--- src/rtl/sb_pkg.sv ---
// ---------------------------------------------------------------------------
// sb_pkg
// Shared types and default sizing for the ALU issue scoreboard.
//   sb_state_t : life cycle of one architectural register with a pending write
//   bp_sel_t   : ALU operand source select (register file, ALU bypass, cache bypass)
// ---------------------------------------------------------------------------
package sb_pkg;

    // FREE : no write outstanding, RF holds the architectural value
    // EXEC : ALU/MUL result still being computed, cnt counts the cycles left
    // BP   : result sits on the ALU bypass for exactly one unstalled cycle
    // MEM  : load issued, waiting for the D$ to return data
    // WAIT : result has left the bypass network, waiting for WB to write the RF
    typedef enum logic [2:0] {
        FREE = 3'd0,
        EXEC = 3'd1,
        BP   = 3'd2,
        MEM  = 3'd3,
        WAIT = 3'd4
    } sb_state_t;

    typedef enum logic [1:0] {
        BP_RF    = 2'b00,
        BP_ALU   = 2'b01,
        BP_CACHE = 2'b10
    } bp_sel_t;

    localparam int SB_NUM_REGS    = 32;
    localparam int SB_ADDR_W      = 5;
    localparam int SB_MUL_LATENCY = 5;
    localparam int SB_CNT_W       = 3;

    // Latency loaded into an entry when a non-load instruction issues.
    function automatic logic [SB_CNT_W-1:0] exec_latency(input logic is_mul);
        logic [SB_CNT_W-1:0] lat;
        if (is_mul) begin
            lat = SB_CNT_W'(SB_MUL_LATENCY);
        end else begin
            lat = SB_CNT_W'(1);
        end
        return lat;
    endfunction

endpackage

--- src/rtl/sb_entry.sv ---
// ---------------------------------------------------------------------------
// sb_entry
// Tracks the pending-write state of one architectural register and reports
// whether a reader of that register can be served this cycle, and from where.
// Ports:
//   clock, reset    : clock, asynchronous active-low reset
//   issue_wr        : an instruction writing this register issues this cycle
//   issue_is_mul    : that instruction is a MUL (long EXEC latency)
//   issue_is_load   : that instruction is a load (wait for the D$)
//   stall_alu       : downstream stall, freezes EXEC countdown and BP window
//   mem_hit         : D$ returns data for this register this cycle
//   wb_hit          : WB writes this register this cycle
//   state           : registered entry state
//   ready           : a reader of this register may issue this cycle
//   bp_sel          : operand source for that reader
// ---------------------------------------------------------------------------
module sb_entry
    import sb_pkg::*;
#(
    parameter int CNT_W = SB_CNT_W
) (
    input  logic      clock,
    input  logic      reset,
    input  logic      issue_wr,
    input  logic      issue_is_mul,
    input  logic      issue_is_load,
    input  logic      stall_alu,
    input  logic      mem_hit,
    input  logic      wb_hit,
    output sb_state_t state,
    output logic      ready,
    output bp_sel_t   bp_sel
);

    sb_state_t          state_r;
    logic [CNT_W-1:0]   cnt_r;
    logic [SB_CNT_W-1:0] lat_s;

    assign lat_s = exec_latency(issue_is_mul);
    assign state = state_r;

    // Entry state machine: a new issue overrides everything, then a WB clear,
    // then the normal progression through the pipeline.
    always_ff @(posedge clock or negedge reset) begin
        if (!reset) begin
            state_r <= FREE;
            cnt_r   <= {CNT_W{1'b0}};
        end else if (issue_wr) begin
            if (issue_is_load) begin
                state_r <= MEM;
                cnt_r   <= {CNT_W{1'b0}};
            end else begin
                state_r <= EXEC;
                cnt_r   <= CNT_W'(lat_s);
            end
        end else if (wb_hit && (state_r != FREE)) begin
            state_r <= FREE;
            cnt_r   <= {CNT_W{1'b0}};
        end else begin
            case (state_r)
                EXEC: begin
                    if (!stall_alu) begin
                        // <= also catches a zero count, so the entry can never wrap
                        if (cnt_r <= CNT_W'(1)) begin
                            state_r <= BP;
                            cnt_r   <= {CNT_W{1'b0}};
                        end else begin
                            cnt_r <= cnt_r - CNT_W'(1);
                        end
                    end
                end
                BP: begin
                    if (!stall_alu) begin
                        state_r <= WAIT;
                    end
                end
                MEM: begin
                    if (mem_hit) begin
                        state_r <= WAIT;
                    end
                end
                WAIT: begin
                    state_r <= WAIT;
                end
                FREE: begin
                    state_r <= FREE;
                end
                default: begin
                    state_r <= FREE;
                    cnt_r   <= {CNT_W{1'b0}};
                end
            endcase
        end
    end

    // Reader readiness: a WB this cycle writes through the RF, so it is
    // preferred over any bypass path.
    always_comb begin
        ready  = 1'b0;
        bp_sel = BP_RF;
        if (state_r == FREE) begin
            ready  = 1'b1;
            bp_sel = BP_RF;
        end else if (wb_hit) begin
            ready  = 1'b1;
            bp_sel = BP_RF;
        end else if (state_r == BP) begin
            ready  = 1'b1;
            bp_sel = BP_ALU;
        end else if ((state_r == MEM) && mem_hit) begin
            ready  = 1'b1;
            bp_sel = BP_CACHE;
        end else begin
            ready  = 1'b0;
            bp_sel = BP_RF;
        end
    end

endmodule

--- src/rtl/alu_issue_scoreboard.sv ---
// ---------------------------------------------------------------------------
// alu_issue_scoreboard
// Issue controller between decode and alu_top. Keeps one sb_entry per
// architectural register (r0 is hardwired zero and untracked), resolves
// RAW/WAW hazards for the decoded instruction and drives the operand bypass
// selects.
// Ports:
//   clock, reset                : clock, asynchronous active-low reset
//   dec_*                       : decoded instruction fields and flags
//   stall_alu                   : downstream stall
//   flush                       : taken branch, kill the decode instruction
//   mem_done_valid/mem_done_rd  : D$ load return
//   wb_valid/wb_rd              : register file write
//   issue_valid                 : instruction accepted by the ALU
//   dec_stall                   : hold decode/fetch
//   ra_bp_sel/rb_bp_sel         : 00 RF, 01 ALU bypass, 10 cache bypass
//   sb_pending                  : bit i set when register i is not FREE
// ---------------------------------------------------------------------------
module alu_issue_scoreboard
    import sb_pkg::*;
#(
    parameter int NUM_REGS    = SB_NUM_REGS,
    parameter int ADDR_W      = SB_ADDR_W,
    parameter int MUL_LATENCY = SB_MUL_LATENCY,
    parameter int CNT_W       = SB_CNT_W
) (
    input  logic                clock,
    input  logic                reset,
    input  logic                dec_valid,
    input  logic [ADDR_W-1:0]   dec_ra_addr,
    input  logic [ADDR_W-1:0]   dec_rb_addr,
    input  logic [ADDR_W-1:0]   dec_rd_addr,
    input  logic                dec_uses_ra,
    input  logic                dec_uses_rb,
    input  logic                dec_writes_rd,
    input  logic                dec_is_mul,
    input  logic                dec_is_load,
    input  logic                stall_alu,
    input  logic                flush,
    input  logic                mem_done_valid,
    input  logic [ADDR_W-1:0]   mem_done_rd,
    input  logic                wb_valid,
    input  logic [ADDR_W-1:0]   wb_rd,
    output logic                issue_valid,
    output logic                dec_stall,
    output logic [1:0]          ra_bp_sel,
    output logic [1:0]          rb_bp_sel,
    output logic [NUM_REGS-1:0] sb_pending
);

    localparam logic [ADDR_W-1:0] R0 = {ADDR_W{1'b0}};

    logic [NUM_REGS-1:0][2:0] ent_state_s;
    logic [NUM_REGS-1:0][1:0] ent_sel_s;
    logic [NUM_REGS-1:0]      ent_ready_s;
    logic [NUM_REGS-1:0]      mem_hit_s;
    logic [NUM_REGS-1:0]      wb_hit_s;
    logic [NUM_REGS-1:0]      issue_wr_s;

    logic src_a_live_s;
    logic src_b_live_s;
    logic ready_a_s;
    logic ready_b_s;
    logic rd_busy_s;
    logic hazard_s;

    // Address decode of the completion buses; r0 never matches.
    always_comb begin
        mem_hit_s = {NUM_REGS{1'b0}};
        wb_hit_s  = {NUM_REGS{1'b0}};
        for (int i = 1; i < NUM_REGS; i++) begin
            mem_hit_s[i] = mem_done_valid && (mem_done_rd == ADDR_W'(i));
            wb_hit_s[i]  = wb_valid && (wb_rd == ADDR_W'(i));
        end
    end

    // Destination decode of the issuing instruction; writes to r0 are dropped.
    always_comb begin
        issue_wr_s = {NUM_REGS{1'b0}};
        for (int i = 1; i < NUM_REGS; i++) begin
            issue_wr_s[i] = issue_valid && dec_writes_rd && (dec_rd_addr == ADDR_W'(i));
        end
    end

    // r0 behaves as a permanently FREE entry so the muxes need no special case.
    assign ent_state_s[0] = FREE;
    assign ent_ready_s[0] = 1'b1;
    assign ent_sel_s[0]   = BP_RF;

    for (genvar g = 1; g < NUM_REGS; g++) begin : g_entry
        sb_entry #(
            .CNT_W (CNT_W)
        ) u_entry (
            .clock         (clock),
            .reset         (reset),
            .issue_wr      (issue_wr_s[g]),
            .issue_is_mul  (dec_is_mul),
            .issue_is_load (dec_is_load),
            .stall_alu     (stall_alu),
            .mem_hit       (mem_hit_s[g]),
            .wb_hit        (wb_hit_s[g]),
            .state         (ent_state_s[g]),
            .ready         (ent_ready_s[g]),
            .bp_sel        (ent_sel_s[g])
        );
    end

    // Source readiness and bypass selects; unused sources and r0 read the RF.
    always_comb begin
        src_a_live_s = dec_uses_ra && (dec_ra_addr != R0);
        src_b_live_s = dec_uses_rb && (dec_rb_addr != R0);
        if (src_a_live_s) begin
            ready_a_s = ent_ready_s[dec_ra_addr];
            ra_bp_sel = ent_sel_s[dec_ra_addr];
        end else begin
            ready_a_s = 1'b1;
            ra_bp_sel = BP_RF;
        end
        if (src_b_live_s) begin
            ready_b_s = ent_ready_s[dec_rb_addr];
            rb_bp_sel = ent_sel_s[dec_rb_addr];
        end else begin
            ready_b_s = 1'b1;
            rb_bp_sel = BP_RF;
        end
    end

    // Hazard and issue decision. A WB to rd this cycle releases the WAW hazard
    // because the new issue state overrides the clear in the entry.
    always_comb begin
        rd_busy_s   = dec_writes_rd && (dec_rd_addr != R0)
                      && (ent_state_s[dec_rd_addr] != FREE)
                      && !wb_hit_s[dec_rd_addr];
        hazard_s    = !ready_a_s || !ready_b_s || rd_busy_s;
        issue_valid = dec_valid && !hazard_s && !stall_alu && !flush;
        dec_stall   = dec_valid && !flush && (hazard_s || stall_alu);
    end

    // Debug/perf view of the registered entry states.
    always_comb begin
        sb_pending = {NUM_REGS{1'b0}};
        for (int i = 0; i < NUM_REGS; i++) begin
            sb_pending[i] = (ent_state_s[i] != FREE);
        end
    end

endmodule

--- config.mk ---
export PLATFORM = sky130hd
export DESIGN_NAME = alu_issue_scoreboard
export DESIGN_NICKNAME = d
export VERILOG_FILES = /design/src/rtl/sb_pkg.sv /design/src/rtl/sb_entry.sv /design/src/rtl/alu_issue_scoreboard.sv
export SDC_FILE = /design/constraint.sdc
export NUM_CORES = 1
export LEC_CHECK = 0
export ABC_AREA = 1
export CELL_PAD_IN_SITES_DETAIL_PLACEMENT = 0
export CELL_PAD_IN_SITES_GLOBAL_PLACEMENT = 1
export CORE_MARGIN = 1
export CORE_UTILIZATION = 44
export DETAILED_ROUTE_END_ITERATION = 12
export PLACE_DENSITY = 0.87
export SLEW_MARGIN = 20
export SYNTH_ARGS = -nofsm -noshare
export SYNTH_HDL_FRONTEND = slang
export SYNTH_SLANG_ARGS = --single-unit
--- constraint.sdc ---
create_clock -name clock -period 5.7 [get_ports clock]
set_input_delay 1.71 -clock clock [delete_from_list [all_inputs] [get_ports clock]]
set_output_delay 1.71 -clock clock [all_outputs]
set_load 0.05 [all_outputs]
==> results of run 1 <==
metrics by stage:
stage	setup TNS, ns	setup slack [ns]
floorplan	0	0.0876
global placement	-4.52	-0.785
detailed placement	-4.90	-0.820
CTS	0	0.00182
global route	-0.0103	-0.00578
finish	0	0.0808
kinds of logic after synthesis:
family / Yosys count
other: 1
AO/OA/AOI/OAI: 433
AND/OR/NAND/NOR: 1620
XOR/XNOR: 30
adder cells (fa/ha/maj): 57
buffers and inverters: 505
flip-flops: 186
state kept, by name, indices dropped and copies added, names as in the netlist:
register / flops
g_entry.u_entry.cnt_r: 93
g_entry.u_entry.state: 93
cells in the mapped netlist (all sizes together), types with 9 or more instances:
cell type,n
inv,428
o311ai,9
o211ai,48
ha,57
o2111ai,17
nor3,49
nand4,105
xor2,27
buf,20
a21oi,91
dfrtp,186
o21ai,187
or2,14
nand3,273
nor2,441
clkbuf,52
o22ai,36
a211oi,12
nand2,728
power by group through the flow:
| stage | Sequential, uW | Combinational, uW | Clock (uW) |
|---|---|---|---|
| CTS | 1630 | 2690 | 1310 |
| global placement | 1650 | 2600 | 0 |
| global route | 1660 | 2990 | 1350 |
| detailed placement | 1650 | 2620 | 0 |
| floorplan | 1620 | 1700 | 0 |
| finish | 1630 | 2760 | 1280 |
timing repair:
action                                  in CTS  in global routing
buffers inserted                            14                 14
endpoints found under the setup margin       6                  6
resized for setup                          190                113
cloned                                       2                  0
pin swaps                                   34                 53
layer usage:
metal	global-route usage [%]	up-vias
met5	0	-
met2	59.1	888
met4	18.8	0
met3	6.77	181
met1	47.2	9621
li1	-	9938
worst paths after layout:
check	startpoint	end	slack, ns	cells after the start
worst max register to register	g_entry[31].u_entry.state[2]$_DFFE_PN0P_	g_entry[22].u_entry.cnt_r[0]$_DFFE_PN0P_	1.85	18
worst min-delay path	g_entry[17].u_entry.cnt_r[1]$_DFFE_PN0P_	g_entry[17].u_entry.cnt_r[1]$_DFFE_PN0P_	0.48	2
worst max-delay path	wb_rd[0]	rb_bp_sel[0]	0.08	14
max in group asynchronous	reset	g_entry[27].u_entry.state[1]$_DFFE_PN0P_	3.57	2
min in group asynchronous	reset	g_entry[2].u_entry.cnt_r[1]$_DFFE_PN0P_	1.22	1
worst min register to register	g_entry[17].u_entry.cnt_r[1]$_DFFE_PN0P_	g_entry[17].u_entry.cnt_r[1]$_DFFE_PN0P_	0.48	2
area by class of cell:
type / count / area, um^2 / share of cell area, %
antenna: 1 / 2.50 / 0.0113
clock buffer: 21 / 470 / 2.13
clock inverter: 11 / 134 / 0.607
inverter: 433 / 1640 / 7.41
multi-input combinational: 2141 / 11300 / 51.1
sequential: 186 / 4650 / 21.1
tap: 511 / 639 / 2.90
timing repair buffer: 373 / 3260 / 14.8
worst max-delay path: cells and delay by family:
family          cells  cell delay (ns)
buf+inv             5             0.85
compound gates      5             0.96
simple gates        4             0.38
placed cells by master (no fill, tap or decap), drive strengths merged, types with 44 or more instances in the layout:
cell type and instances:
nand2 728, nor2 441, inv 430, buf 311, nand3 273, o21ai 187
dfrtp 186, nand4 105, a21oi 91, ha 57, nor3 49, o211ai 48
clkdlybuf4s50 44
==> run metrics, run 1 <==
H-tree depth 4; growth of design area from synthesis to finish 28.5%; Post-Route M1 WL 30100 um; clock buffer depth 2; buffers added on ports 73; fraction of synthesized cell area in xor and xnor cells 1.53%; simple-gate share of the synthesized area 40.9%; drt first-iter violations 1885; placeable core region 0.0380 mm^2; core utilization of the finished layout 58.0%; most used cell, CP sky130_fd_sc_hd__nand2_1; unrepaired setup endpoints after global routing yes; Hold Path Class reg2reg; area share of fa/ha/maj cells after synthesis 4.15%; area of placed instances 0.0204 mm^2; Leak 0.0112 uW; routability congestion estimate from global placement 1.10; Post-Syn Area per Cell 6.06 um^2; Relative slew margins 34.1%; share of synthesized area occupied by flip-flops and latches 27.1%; Critical Path Max Stage Delay 0.35 ns; Pre-antenna DRT Iters 6; DRC violation count after routing 0; number of buffers added to fix hold violations after cts 0; part of the total power dissipated in sequential elements 28.8%; Gate Count Post-Synth 2832; max cap viols 0; Post-Layout Cell Count 3677; combinational family with the most area after synthesis simple AND/OR/NAND/NOR gates; floorplan row count 71; portion of synthesized cell area occupied by the leading cell type 27.1%; number of hold violations in the final report 0; Clock power frac 22.6%; Total Nets Final 3246; arrival time reported for the critical path endpoint 3.91 ns; area of the mapped netlist 0.0172 mm^2; total track usage 36.8%; via count of the first global-routing pass 19.2k; cell with the largest stage delay on the worst path sky130_fd_sc_hd__a211oi_2; Detailed Place HPWL 56100 um; total met2 wirelength after detailed routing 32300 um; total power draw 5680 uW; most frequently used flop master after synthesis sky130_fd_sc_hd__dfrtp_1; cell-internal power 3040 uW; root buf cell sky130_fd_sc_hd__clkbuf_16; final non-filler cell area 0.0221 mm^2; Highest Signal Layer met4; TritonCTS clock tree yes; Worst-Skew Late Latency 0.52 ns; first-pass GRT wire length 110000 um; Synth Area in Compound Gates 15.0%; IR drop worst, VDD 0.000270 V; vias 20.6k; DP Cell Count 3616; status complete, no violations; syn_nets 2926; layout cell share with drive strength beyond 1 17.7%; CTS clk-pin slew, worst paths 0.07 ns; number of register bits inferred by synthesis 186; die outline area 0.0398 mm^2; final count of pins violating max slew 0; multiplexer share of the synthesized area 0%; required arrival time at the worst endpoint 3.99 ns; Setup CP Type in2out; worst-path cell chain clkdlybuf4s15_2 > inv_2 > nand2_1 > nor2_1 > buf_4 > nand2_1 > buf_4 > nand2_1 > o21ai_1 > o22ai_1 > o211ai_1 > a21oi_1 > a211oi_2 > clkbuf_16; clock buffers created by TritonCTS 17; largest net degree at the start of global routing 83; number of endpoints failing setup at the final stage 0; Comb power frac 48.7%; final global-route overflow total 0; Cell Pwr Density 257 mW/mm^2; fill cell total of the finished layout 3808; nature of the critical path endpoint primary output; largest cells by area after synthesis sky130_fd_sc_hd__dfrtp_1 27%, sky130_fd_sc_hd__nand2_1 16%, sky130_fd_sc_hd__nor2_1 9.4%; Unique masters post-synth 47; worst clock skew 0.0166 ns; x dimension of the die 200 um; Chip Height 200 um; io pins 75; share of async-settable or async-resettable flops after synthesis 100%; DR vias/cell 5.61; Fin Hold WS 0.476 ns; Synthesis Warnings 0; startpoint kind of the worst setup timing path primary input; initial cell density of the core 45.2%; cell taking the most area after synthesis sky130_fd_sc_hd__dfrtp_1; fraction of power spent switching nets 46.5%; net switching component of the power 2640 uW; highest fanout seen on the critical path 5; Clock Sink Count 186; detailed route wirelength on metal3 5790 um; Max Freq 0.178 GHz; wirelength, routed 71800 um; wire per inst 19.5 um; transition at the pin with the smallest max-transition slack 0.981 ns; post-layout min period 5.62 ns; post-detailed-route count of antenna-violating nets 0; period utilization 98.6%; initial antenna violation count 1; Post-synth EDFFs 0
(Power assumes the default switching activity.)
==> run 2, diff against run 1 <==
Settings changed: PLACE_DENSITY 0.87 to 0.82.
==> run 2 against run 1 <==
Against the previous run: clock skew down 0.0013 ns; die area unchanged; setup slack worse by 0.051 ns; critical path depth up 2; worst hold slack worse by 0.0065 ns; clock power down 5%; core utilization down 0.99 points; sequential share of layout area up 0.37 points; critical path type unchanged; largest cell class unchanged; largest power group unchanged; highest routed layer is now met5.
==> run metrics, run 2 (same netlist as run 1, synthesis figures left out) <==
Hold Path Depth 2; number of hold violations in the final report 0; placeable core region 0.0380 mm^2; buffers added on ports 73; period utilization 99.5%; post-layout worst setup margin 0.0295 ns; highest fanout seen on the critical path 4; total inserted antenna cells 0; final non-filler cell area 0.0217 mm^2; first-pass GRT wire length 108000 um; cell with the largest stage delay on the worst path sky130_fd_sc_hd__and3_4; Max Freq 0.176 GHz; largest net degree at the start of global routing 83; Setup CP Type in2out; status complete, no violations; worst hold endpoint g_entry[8].u_entry.cnt_r[1]$_DFFE_PN0P_; Sum Neg Setup Slack 0 ns; Hold Crit Start g_entry[8].u_entry.cnt_r[1]$_DFFE_PN0P_; number of buffers added to fix hold violations after cts 0; wire per inst 19.1 um; floorplan row count 71; CP Buf/Inv Count 6; clock buffers created by TritonCTS 17; routability congestion estimate from global placement 1.08; Chip Height 200 um; area of placed instances 0.0204 mm^2; IR drop worst, VDD 0.000269 V; via count of the first global-routing pass 19.4k; nature of the critical path endpoint primary output; vias 20.5k; unrepaired setup endpoints after global routing yes; wirelength, routed 70100 um; initial cell density of the core 45.2%; most frequent standard cell in the layout excluding fill and tap cells sky130_fd_sc_hd__nand2_1; number of endpoints failing setup at the final stage 0; Reg-to-Reg Start g_entry[31].u_entry.state[1]$_DFFE_PN0P_; Pre-antenna DRT Iters 6; required arrival time at the worst endpoint 3.99 ns; setup slack on the worst flop-to-flop path 1.84 ns; DR vias/cell 5.60; initial antenna violation count 1; worst-path cell chain buf_2 > buf_6 > buf_4 > nor2_4 > buf_6 > nand3_2 > nor2_2 > and3_4 > nand2_1 > o211ai_1 > o31ai_2 > o211ai_1 > a21oi_1 > a211oi_2 > buf_4 > buf_12; growth of design area from synthesis to finish 26.4%; most frequent cells in the layout 695 x sky130_fd_sc_hd__nand2_1, 408 x sky130_fd_sc_hd__inv_1, 389 x sky130_fd_sc_hd__nor2_1; Cell Pwr Density 256 mW/mm^2; CTS clk-pin slew, worst paths 0.07 ns; root buf cell sky130_fd_sc_hd__clkbuf_16; capture instance of the worst register-to-register path g_entry[17].u_entry.cnt_r[0]$_DFFE_PN0P_; DRC violation count after routing 0; post-detailed-route count of antenna-violating nets 0; die outline area 0.0398 mm^2; transition at the pin with the smallest max-transition slack 0.947 ns; number of stages on the worst setup path 16; Worst Setup Slack post-DPL -0.902 ns; Fin Hold WS 0.470 ns; io pins 75; Leak 0.0110 uW; Worst-Skew Late Latency 0.51 ns; arrival time reported for the critical path endpoint 3.96 ns; max cap viols 0; Clock Sink Count 186; final count of pins violating max slew 0; clock buffer depth 2; Hold Path Class reg2reg; post-layout min period 5.67 ns; x dimension of the die 200 um; drt first-iter violations 1727; H-tree depth 4; delay-heaviest family, CP buffers and inverters; Relative slew margins 36.6%; layout cell share with drive strength beyond 1 16.9%; final global-route overflow total 0; Total Nets Final 3232; TritonCTS clock tree yes; worst clock skew 0.0153 ns; startpoint kind of the worst setup timing path primary input; Critical Path Max Stage Delay 0.22 ns; Detailed Place HPWL 54600 um; worst reg-to-reg path cell count 18; total track usage 36.0%
==> run 2: cell count changes in the layout (fill, tap and decap cells not counted), sizes merged <==
cell           previous run  this run
diode                     1         0
bufbuf                    1         0
inv                     430       432
dlymetal6s2s              4         2
buf                     311       296
dlygate4sd2               4         5
bufinv                    2         1
nor2                    441       442
clkinvlp                  2         1
clkdlybuf4s50            44        46
==> run 2: repair_timing <==
item / CTS / global route
setup buffers: 16 / 3
pin swaps: 35 / 36
gates cloned: 1 / 0
gates resized for setup: 157 / 90
endpoints found under the setup margin: 6 / 6
==> run 2: cell type report <==
| cell class | count | area (um^2) |
|---|---|---|
| Timing Repair Buffer | 358 | 3000 |
| Fill cell | 3832 | 16300 |
| Sequential cell | 186 | 4650 |
| Tap cell | 511 | 639 |
| Multi-Input combinational cell | 2142 | 11200 |
| Inverter | 433 | 1630 |
| Clock buffer | 21 | 460 |
| Clock inverter | 11 | 110 |
==> run 2: how the worst max path moves through the flow <==
stage / from / slack [ns] / endpoint
after detailed placement: mem_done_rd[2] / -0.90 / ra_bp_sel[1]
final: mem_done_rd[2] / 0.03 / rb_bp_sel[1]
after global placement: mem_done_rd[2] / -0.94 / ra_bp_sel[1]
after global routing: wb_rd[0] / -0.01 / ra_bp_sel[1]
after floorplan: mem_done_rd[4] / 0.09 / dec_stall
after CTS: mem_done_rd[2] / 0.0005 / rb_bp_sel[1]
==> run 2: power by group <==
group          switching, uW  total (uW)  leakage [uW]  internal [uW]
combinational           1860        2700       0.00814            840
sequential               138        1630       0.00256           1490
clock                    586        1220      0.000283            630
==> run 2: tightest hold or removal path, cell delays in order (launching register included) <==
cell	delay (ns)
sky130_fd_sc_hd__dfrtp_1	0.34
sky130_fd_sc_hd__nand2_1	0.05
sky130_fd_sc_hd__nand2_1	0.05
==> run 2: per-layer routing <==
| metal | vias up | global-route usage [%] | routed length (um) |
|---|---|---|---|
| met3 | 151 | 6.06 | 4600 |
| met1 | 9696 | 46.1 | 30200 |
| li1 | 9913 | - | - |
| met4 | 2 | 16.2 | 3070 |
| met2 | 742 | 59.2 | 32200 |
| met5 | - | 0 | 10 |
==> run 2: stage by stage <==
stage          total power (uW)  util, %  cells
2_1_floorplan              3320        -   2832
3_3_place_gp               4220     53.6   3610
3_5_place_dp               4260     53.6   3610
4_1_cts                    5540     56.5   3659
5_1_grt                    5880     57.1   3662
6_report                   5550     57.1   3662
